### config.mk
export PLATFORM = sky130hd
export DESIGN_NAME = i2c_slave_regs
export DESIGN_NICKNAME = d
export VERILOG_FILES = /design/src/rtl/i2c_pkg.sv /design/src/rtl/i2c_bus_sync.sv /design/src/rtl/i2c_slave_regs.sv
export SDC_FILE = /design/constraint.sdc
export NUM_CORES = 1
export LEC_CHECK = 0
export BUFFER_PORTS_ARGS = -buffer_cell sky130_fd_sc_hd__buf_2
export CAP_MARGIN = 20
export CORE_AREA = 4 4 152 154
export DETAILED_ROUTE_END_ITERATION = 7
export DIE_AREA = 0 0 156 158
export PLACE_DENSITY_LB_ADDON = 0.08
export SETUP_SLACK_MARGIN = 0.2
export SYNTH_ARGS = -nofsm -noshare
export SYNTH_HDL_FRONTEND = slang
export SYNTH_SLANG_ARGS = --single-unit
### constraint.sdc
create_clock -name clk -period 15.2 [get_ports clk]
set_clock_uncertainty 0.1 [all_clocks]
set_input_delay 0.76 -clock clk [delete_from_list [all_inputs] [get_ports clk]]
set_output_delay 0.76 -clock clk [all_outputs]
set_load 0.1 [all_outputs]
### src/rtl/i2c_pkg.sv
// Shared types and constants for the I2C register-file target.
package i2c_pkg;

  typedef enum logic [3:0] {
    S_IDLE,
    S_ADDR,
    S_ADDR_ACK,
    S_REG,
    S_REG_ACK,
    S_WDATA,
    S_WDATA_ACK,
    S_RDATA,
    S_RDATA_ACK,
    S_IGNORE
  } state_t;

  localparam logic       ACK          = 1'b0;
  localparam logic       NACK         = 1'b1;
  localparam logic       RW_WR        = 1'b0;
  localparam logic       RW_RD        = 1'b1;
  localparam logic [6:0] DEF_DEV_ADDR = 7'h66;

endpackage

### src/rtl/i2c_bus_sync.sv
// Synchronizes SCL/SDA into the clk domain and flags SCL edges and START/STOP.
module i2c_bus_sync #(
  parameter int SYNC_STAGES = 2
) (
  input  logic clk,
  input  logic rst,
  input  logic scl_i,
  input  logic sda_i,
  output logic sda_s,
  output logic scl_rise,
  output logic scl_fall,
  output logic start,
  output logic stop
);

  logic [SYNC_STAGES-1:0] scl_sync;
  logic [SYNC_STAGES-1:0] sda_sync;
  logic                   scl_s;
  logic                   scl_d;
  logic                   sda_d;

  // Chains reset to the idle (pulled-up) bus level so release from reset sees no edge.
  always_ff @(posedge clk or posedge rst) begin
    if (rst) begin
      scl_sync <= '1;
      sda_sync <= '1;
      scl_d    <= 1'b1;
      sda_d    <= 1'b1;
    end else begin
      scl_sync <= {scl_sync[SYNC_STAGES-2:0], scl_i};
      sda_sync <= {sda_sync[SYNC_STAGES-2:0], sda_i};
      scl_d    <= scl_s;
      sda_d    <= sda_s;
    end
  end

  assign scl_s    = scl_sync[SYNC_STAGES-1];
  assign sda_s    = sda_sync[SYNC_STAGES-1];
  assign scl_rise = scl_s & ~scl_d;
  assign scl_fall = ~scl_s & scl_d;
  assign start    = scl_s & scl_d & sda_d & ~sda_s;
  assign stop     = scl_s & scl_d & ~sda_d & sda_s;

endmodule

### src/rtl/i2c_slave_regs.sv
// I2C target serving a byte-wide register file with an auto-incrementing pointer.
module i2c_slave_regs
  import i2c_pkg::*;
#(
  parameter logic [6:0] DEV_ADDR    = DEF_DEV_ADDR,
  parameter int         REG_AW      = 4,
  parameter int         SYNC_STAGES = 2
) (
  input  logic              clk,
  input  logic              rst,
  input  logic              scl_i,
  input  logic              sda_i,
  output logic              sda_oe,
  output logic              wr_valid,
  output logic [REG_AW-1:0] wr_addr,
  output logic [7:0]        wr_data,
  output logic              busy
);

  localparam int DEPTH = 2 ** REG_AW;

  logic              sda_s, scl_rise, scl_fall, start, stop;
  state_t            state;
  logic [2:0]        bit_cnt;
  logic [6:0]        shreg;
  logic [7:0]        tx;
  logic [7:0]        rx_byte;
  logic [REG_AW-1:0] ptr;
  logic [REG_AW-1:0] ptr_nxt;
  logic              rw;
  logic              phase;
  logic [7:0]        regs [DEPTH];

  i2c_bus_sync #(.SYNC_STAGES(SYNC_STAGES)) u_sync (
    .clk      (clk),
    .rst      (rst),
    .scl_i    (scl_i),
    .sda_i    (sda_i),
    .sda_s    (sda_s),
    .scl_rise (scl_rise),
    .scl_fall (scl_fall),
    .start    (start),
    .stop     (stop)
  );

  assign rx_byte = {shreg, sda_s};
  assign ptr_nxt = ptr + REG_AW'(1);

  // phase marks the second half of a two-fall sequence: ACK driven, or last read bit shifted out.
  always_ff @(posedge clk or posedge rst) begin
    if (rst) begin
      state    <= S_IDLE;
      bit_cnt  <= 3'd7;
      shreg    <= '0;
      tx       <= '0;
      ptr      <= '0;
      rw       <= RW_WR;
      phase    <= 1'b0;
      sda_oe   <= 1'b0;
      busy     <= 1'b0;
      wr_valid <= 1'b0;
      wr_addr  <= '0;
      wr_data  <= '0;
      for (int i = 0; i < DEPTH; i++) regs[i] <= '0;
    end else begin
      wr_valid <= 1'b0;
      if (start) begin
        state   <= S_ADDR;
        bit_cnt <= 3'd7;
        shreg   <= '0;
        phase   <= 1'b0;
        sda_oe  <= 1'b0;
      end else if (stop) begin
        state  <= S_IDLE;
        phase  <= 1'b0;
        sda_oe <= 1'b0;
        busy   <= 1'b0;
      end else begin
        case (state)
          S_ADDR, S_REG, S_WDATA: begin
            if (scl_rise) begin
              shreg   <= rx_byte[6:0];
              bit_cnt <= bit_cnt - 3'd1;
              if (bit_cnt == 3'd0) begin
                phase <= 1'b0;
                case (state)
                  S_ADDR: begin
                    if (rx_byte[7:1] == DEV_ADDR) begin
                      state <= S_ADDR_ACK;
                      busy  <= 1'b1;
                      rw    <= rx_byte[0];
                    end else begin
                      state <= S_IGNORE;
                    end
                  end
                  S_REG: begin
                    ptr   <= rx_byte[REG_AW-1:0];
                    state <= S_REG_ACK;
                  end
                  S_WDATA: begin
                    regs[ptr] <= rx_byte;
                    wr_valid  <= 1'b1;
                    wr_addr   <= ptr;
                    wr_data   <= rx_byte;
                    ptr       <= ptr_nxt;
                    state     <= S_WDATA_ACK;
                  end
                  default: ;
                endcase
              end
            end
          end
          S_ADDR_ACK, S_REG_ACK, S_WDATA_ACK: begin
            if (scl_fall) begin
              if (!phase) begin
                sda_oe <= 1'b1;
                phase  <= 1'b1;
              end else begin
                phase   <= 1'b0;
                bit_cnt <= 3'd7;
                if (state == S_ADDR_ACK && rw == RW_RD) begin
                  tx     <= regs[ptr];
                  sda_oe <= ~regs[ptr][7];
                  state  <= S_RDATA;
                end else begin
                  sda_oe <= 1'b0;
                  state  <= (state == S_ADDR_ACK) ? S_REG : S_WDATA;
                end
              end
            end
          end
          S_RDATA: begin
            if (scl_fall) begin
              if (phase) begin
                sda_oe <= 1'b0;
                phase  <= 1'b0;
                state  <= S_RDATA_ACK;
              end else begin
                sda_oe <= ~tx[7];
              end
            end else if (scl_rise) begin
              tx      <= {tx[6:0], 1'b0};
              bit_cnt <= bit_cnt - 3'd1;
              if (bit_cnt == 3'd0) phase <= 1'b1;
            end
          end
          S_RDATA_ACK: begin
            if (scl_rise) begin
              if (sda_s == ACK) begin
                ptr     <= ptr_nxt;
                tx      <= regs[ptr_nxt];
                bit_cnt <= 3'd7;
                state   <= S_RDATA;
              end else begin
                busy  <= 1'b0;
                state <= S_IGNORE;
              end
            end
          end
          default: ;
        endcase
      end
    end
  end

endmodule

==> impl_metrics.toml, run 1 <==
[status]
run_status = "finished, final reports clean"

[timing]
hold_ws_ns = 0.260
fin_crit_ns = 3.44
setup-violations-final = 0
slew_headroom = 0.258
max_freq_mhz = 291
tightest_slew_ns = 1.10
fin_crit_sh = 0.226
rsz0062_at_grt = "false"
hold_viol = 0
slew_violations = 0
finalSetupTns_ns = 0

[grt]
grt_pass1_vias = 6701
grt_overflow = 0
use_met2 = 0.345
grt_util_met1 = 0.305
antenna_found_initial = 0
gr-max-usage-layer = "met2"
grt_max_degree = 113
grtUsageTotal = 0.213
grt_use_met3 = 0.0358
grt_pass1_wl_um = 40100

[worst_setup_path]
r2r_slack_ns = 11.76
path_delay_family = "buffers and inverters"
r2r_cells = 8
timing.rr.end = "tx[4]"
arrival_ns = 3.66
endpoint_kind = "flop"
worst_ep_required_time_ns = 15.42
cp_cell_sequence = "buf_4 > buf_16 > ha_1 > xor2_4 > mux2i_1 > o22ai_1 > a211oi_1 > o21ai_1"
critPathLaunchType = "flop"
cp_num_buf_inv = 2
cp_max_fo = 39
timing_worst_setup_path_type = "flop to flop"
critPathSlowestCell = "xor2_4"
crit_path_max_incr_delay_ns = 0.65
timing.rr.start = "ptr[1]"

[power]
irDropWorstVdd_mv = 0.0925
power_frac_comb = 0.322
swShare = 0.401
sequentialPowerShare = 0.380
leakage_nw = 4.56
power.switching_uw = 622
p_int_uw = 929
pwr_density_cell_nw_per_um2 = 147
clockPowerShare = 0.298

[logic_synthesis]
yosysTopAreaCellShare = 0.433
synth_top_area_cell = "dfrtp_1"
synthAdderAreaFrac = 0.0116
synthFlopType = "dfrtp_1"
synth_cells = 845
synth_top_family_by_area = "multiplexers"
netlist_area_sq_um = 9700
synth.area.top_cells = "dfrtp_1, mux2i_1, mux2_1"
async_reset_ff_frac = 1.00
synth_cell_types = 67
synth_most_common_cell = "dfrtp_1"
synth_edf_count = 0
yosys.area_share.simple = 0.102
yosysWarnings = 0
synth_compound_area_frac = 0.117
synth-seq-area-share = 0.458
yosys-mux-area-fraction = 0.260
synth_nets = 858
yosys_register_bits = 177
synth_commonest_cells = "dfrtp_1, nand2_1, mux2i_1, mux2_1, o21ai_0"
synth-xor-area-share = 0.00645
synth.avg_cell_area_sq_um = 11.5

[finish]
area_growth_pct = 8.69
final_nets = 836
final_cells = 1116
fin_util = 0.486
fillers = 1902
drive_above_1_share = 0.181
diodes = 0

[die]
dieHeight_um = 158
rows = 54
io_pins = 19
initial_core_util = 0.447
core_sq_um = 21700
die_w_um = 156
die_area_sq_um = 24600

[placement]
dpl.hpwl_um = 17200
gp_congestion = 0.864
post-place-cells = 1082
portBuffers = 18

[route]
drcViolationCount = 0
drt_iter0_drc = 381
totalWireLength_um = 25000
wire_per_inst_um = 22.4
first_pass_iters = 5
routed_via_density = 5.92
ant_nets = 0
num_vias = 6604

[clock_tree]
tritoncts = "done"
cts_root_buf = "clkbuf_16"
post_cts_resized = 0
clk_pin_slew_ns = 0.08
htree_levels = 4
clock_path_buffers = 2
insertion_delay_ns = 0.45
cts.sink_count = 177
postCtsHoldBufs = 0
cts_buffers = 17
post_cts_buffers = 0

[hold_path]
holdPathEnd = "u_sync.sda_sync[1]"
hold_path.startpoint = "u_sync.sda_sync[0]"
holdPathStages = 0
hp-class = "flop to flop"

[job]
maxCapViolCount = 0
[layer usage]
metal / routed length, um / share of wire / vias up
met3: 933 / 0.037 / 22
met4: 240 / 0.0096 / 0
li1: - / - / 3061
met1: 11900 / 0.48 / 3395
met2: 12000 / 0.48 / 126
met5: 0 / 0 / -
[worst max path at each step]
stage	startpoint	endpoint	slack, ns	depth (start not counted)
2_1_floorplan	rst	busy	9.55	1
3_3_place_gp	ptr[1]	tx[6]	11.77	7
3_5_place_dp	ptr[1]	tx[4]	11.59	7
4_1_cts	ptr[1]	tx[4]	11.57	7
5_1_grt	ptr[1]	tx[4]	11.59	8
6_report	ptr[1]	tx[4]	11.76	8
[layout make-up]
| type | count | area (sq um) | area share |
|---|---|---|---|
| Sequential cell | 177 | 4450 | 0.422 |
| Clock inverter | 15 | 208 | 0.0197 |
| Multi-Input combinational cell | 580 | 4820 | 0.457 |
| Tap cell | 280 | 350 | 0.0332 |
| Timing Repair Buffer | 29 | 225 | 0.0214 |
| Clock buffer | 17 | 425 | 0.0403 |
| Inverter | 18 | 72.6 | 0.00688 |
[metrics by stage]
step / total power, mW / setup slack, ns / instance area, sq um
global placement: 1.08 / 11.77 / 9840
floorplan: 0.959 / 9.55 / 9700
global route: 1.63 / 11.59 / 10500
CTS: 1.56 / 11.57 / 10500
finish: 1.55 / 11.76 / 10500
detailed placement: 1.10 / 11.59 / 9860
[power by group through the flow]
stage / combinational (mW) / sequential, mW / clock (mW)
2_1_floorplan: 0.399 / 0.559 / 0
3_3_place_gp: 0.487 / 0.595 / 0
4_1_cts: 0.500 / 0.588 / 0.470
5_1_grt: 0.539 / 0.598 / 0.491
3_5_place_dp: 0.499 / 0.598 / 0
6_report: 0.500 / 0.589 / 0.463
[kinds of logic after synthesis]
logic type,after synthesis
AOI/OAI and AO/OA,178
xor gates and xnor gates,5
adders and majority gates,9
buffers and inverters,88
DFF,177
muxes,201
and+or+nand+nor,187
[registers in the layout, summed over array words and instances (netlist names)]
register,count
shreg,7
sda_oe,1
u_sync.scl_d,1
ptr,4
regs,128
u_sync.sda_d,1
wr_data,8
bit_cnt,3
busy,1
state,4
phase,1
wr_addr,4
rw,1
u_sync.scl_sync,2
wr_valid,1
u_sync.sda_sync,2
tx,8
[placed cells by master, fill, tap and decap left out, types with 3 or more instances in the layout]
cell and instances:
mux2_2 21, o211ai_1 3, nand3_1 28, inv_1 17
a211oi_1 10, ha_1 8, and3_1 8, nand2_1 85
mux2_1 66, and2_1 3, a22oi_1 32, nor3_1 3
a31oi_1 4, nand3_4 4, clkbuf_16 17, mux2i_1 82
nor3b_2 3, nor2b_1 6, nand2b_1 4, buf_2 18
inv_6 4, mux4_2 32, buf_4 8, o22ai_1 7
dfstp_2 9, nand3_2 4, dfrtp_1 166, o21ai_0 62
o21ai_1 16, nor2_1 25, inv_8 4, xor2_1 3
clkinv_8 6, a21oi_1 19
Note: power is estimated with default switching activity, not from simulation.
==> run 2: changes to the inputs <==
- clock period: 15.2 -> 3.55 ns (I/O delays scaled with it)
==> run 2 against run 1 <==
Effect of this change:
- power increased to 4.4 times the previous value
- non-clock buffer count rose by 18
- sequential power grew to 4.1 times the previous value
- largest cell class unchanged
==> impl_metrics.toml, run 2 (synthesis gave the netlist of run 1 again) <==
[status]
run_status = "finished, final reports clean"

[route]
wire_per_inst_um = 23.5
first_pass_iters = 5
routed_via_density = 6.04
num_vias = 6852
totalWireLength_um = 26600
drt_iter0_drc = 790
drcViolationCount = 0
ant_nets = 0

[power]
clockPowerShare = 0.286
pwr_density_cell_nw_per_um2 = 635
sequentialPowerShare = 0.359
irDropWorstVdd_mv = 0.375
power_frac_comb = 0.355
leakage_nw = 4.63
p_int_mw = 3.96
swShare = 0.413
power.switching_mw = 2.79

[clock_tree]
htree_levels = 4
cts_root_buf = "clkbuf_16"
cts_buffers = 17
clock_path_buffers = 2
tritoncts = "done"
cts.sink_count = 177
insertion_delay_ns = 0.44
clk_pin_slew_ns = 0.08
post_cts_buffers = 0

[timing]
slew_headroom = 0.435
fin_crit_sh = 0.860
slew_violations = 0
max_freq_mhz = 327
finalSetupTns_ns = 0
rsz0062_at_grt = "false"
tightest_slew_ns = 0.847
fin_crit_ns = 3.05
hold_viol = 0
setup-violations-final = 0

[placement]
dpl.hpwl_um = 18700
gp_congestion = 0.847
portBuffers = 18
post-place-cells = 1099

[grt]
antenna_found_initial = 0
grt_pass1_vias = 7112
grt_pass1_wl_um = 42700
grtUsageTotal = 0.226
grt_overflow = 0
grt_max_degree = 75

[worst_setup_path]
worst_ep_required_time_ns = 3.75
critPathLaunchType = "flop"
timing_worst_setup_path_type = "flop to flop"
arrival_ns = 3.26
cp_max_fo = 26
endpoint_kind = "flop"

[die]
io_pins = 19
rows = 54
dieHeight_um = 158
die_w_um = 156
initial_core_util = 0.447
core_sq_um = 21700
die_area_sq_um = 24600

[finish]
final_nets = 854
top_regs = "regs x128, tx x8, wr_data x8"
largest_register_ffs = 128
final_cells = 1134
multi_input_area_sq_um = 4820
fillers = 1921
area_growth_pct = 9.62
final_common_cell = "dfrtp_1"
final_cell_mix = "dfrtp_1, nand2_1, mux2i_1"
fin_util = 0.490
largest-register = "regs"
diodes = 0
drive_above_1_share = 0.194
regArea_sq_um = 4450

[job]
maxCapViolCount = 0

[hold_path]
hp-class = "flop to flop"
## run 2: cell types whose count changed in the layout (fill, tap and decap cells not counted), sizes merged
cell	change
inv	+2
dlygate4sd3	+3
buf	+15
clkinv	-2
bufinv	-1
clkinvlp	+1
## run 2: path summary, 6_finish.rpt
kind                                         start                  to  slack [ns]  depth (start not counted)
min in group asynchronous                      rst            regs[72]        0.31                          4
worst max-delay path                        ptr[0]               tx[5]        0.50                          8
worst max register to register              ptr[0]               tx[5]        0.50                          8
max in group asynchronous                      rst              ptr[1]        2.38                          4
worst min register to register  u_sync.scl_sync[0]  u_sync.scl_sync[1]        0.26                          0
worst min-delay path            u_sync.scl_sync[0]  u_sync.scl_sync[1]        0.26                          0
## run 2: layer usage
metal | track usage | vias to the layer above | wire length, um
li1 | - | 3088 | -
met1 | 0.329 | 3531 | 12500
met2 | 0.351 | 202 | 12500
met3 | 0.0476 | 31 | 1310
met4 | 0.0521 | 0 | 318
met5 | 0 | - | 0
## run 2: power by group through the flow
stage	Combinational, mW	Sequential (mW)	Clock (mW)
5_1_grt	2.58	2.45	2.07
6_report	2.40	2.42	1.93
2_1_floorplan	1.71	2.40	0
3_5_place_dp	2.38	2.45	0
4_1_cts	2.39	2.41	1.97
3_3_place_gp	2.36	2.45	0
## run 2: metrics by stage
step / hold WS, ns / power [mW] / setup slack [ns] / instance area [sq um]
after floorplan: 0.0820 / 4.11 / 0.421 / 9710
after global placement: 0.185 / 4.81 / 0.616 / 9980
after detailed placement: 0.184 / 4.84 / 0.603 / 9980
after CTS: 0.261 / 6.78 / 0.575 / 10600
after global routing: 0.267 / 7.10 / 0.394 / 10600
final: 0.263 / 6.75 / 0.496 / 10600
## run 2: timing repair
action | 4_1_cts | 5_1_grt
resized for setup | 0 | 0
hold endpoints to repair | 170 | 0
hold buffers | 3 | 0
## run 2: final cells by class
type	instances	share of cell area
clock inverters	15	0.0185
clock buffers	17	0.0400
flip-flops and latches	177	0.418
inverters	18	0.00671
multi-input cells	580	0.453
well taps	280	0.0329
repair buffers	47	0.0308
## run 2: worst max-delay path: stages (launching register included)
cell	delay [ns]
dfrtp_2	0.36
buf_4	0.41
ha_1	0.35
xor2_4	0.37
buf_4	0.31
mux2i_1	0.34
o22ai_1	0.13
a211oi_1	0.41
o21ai_1	0.11
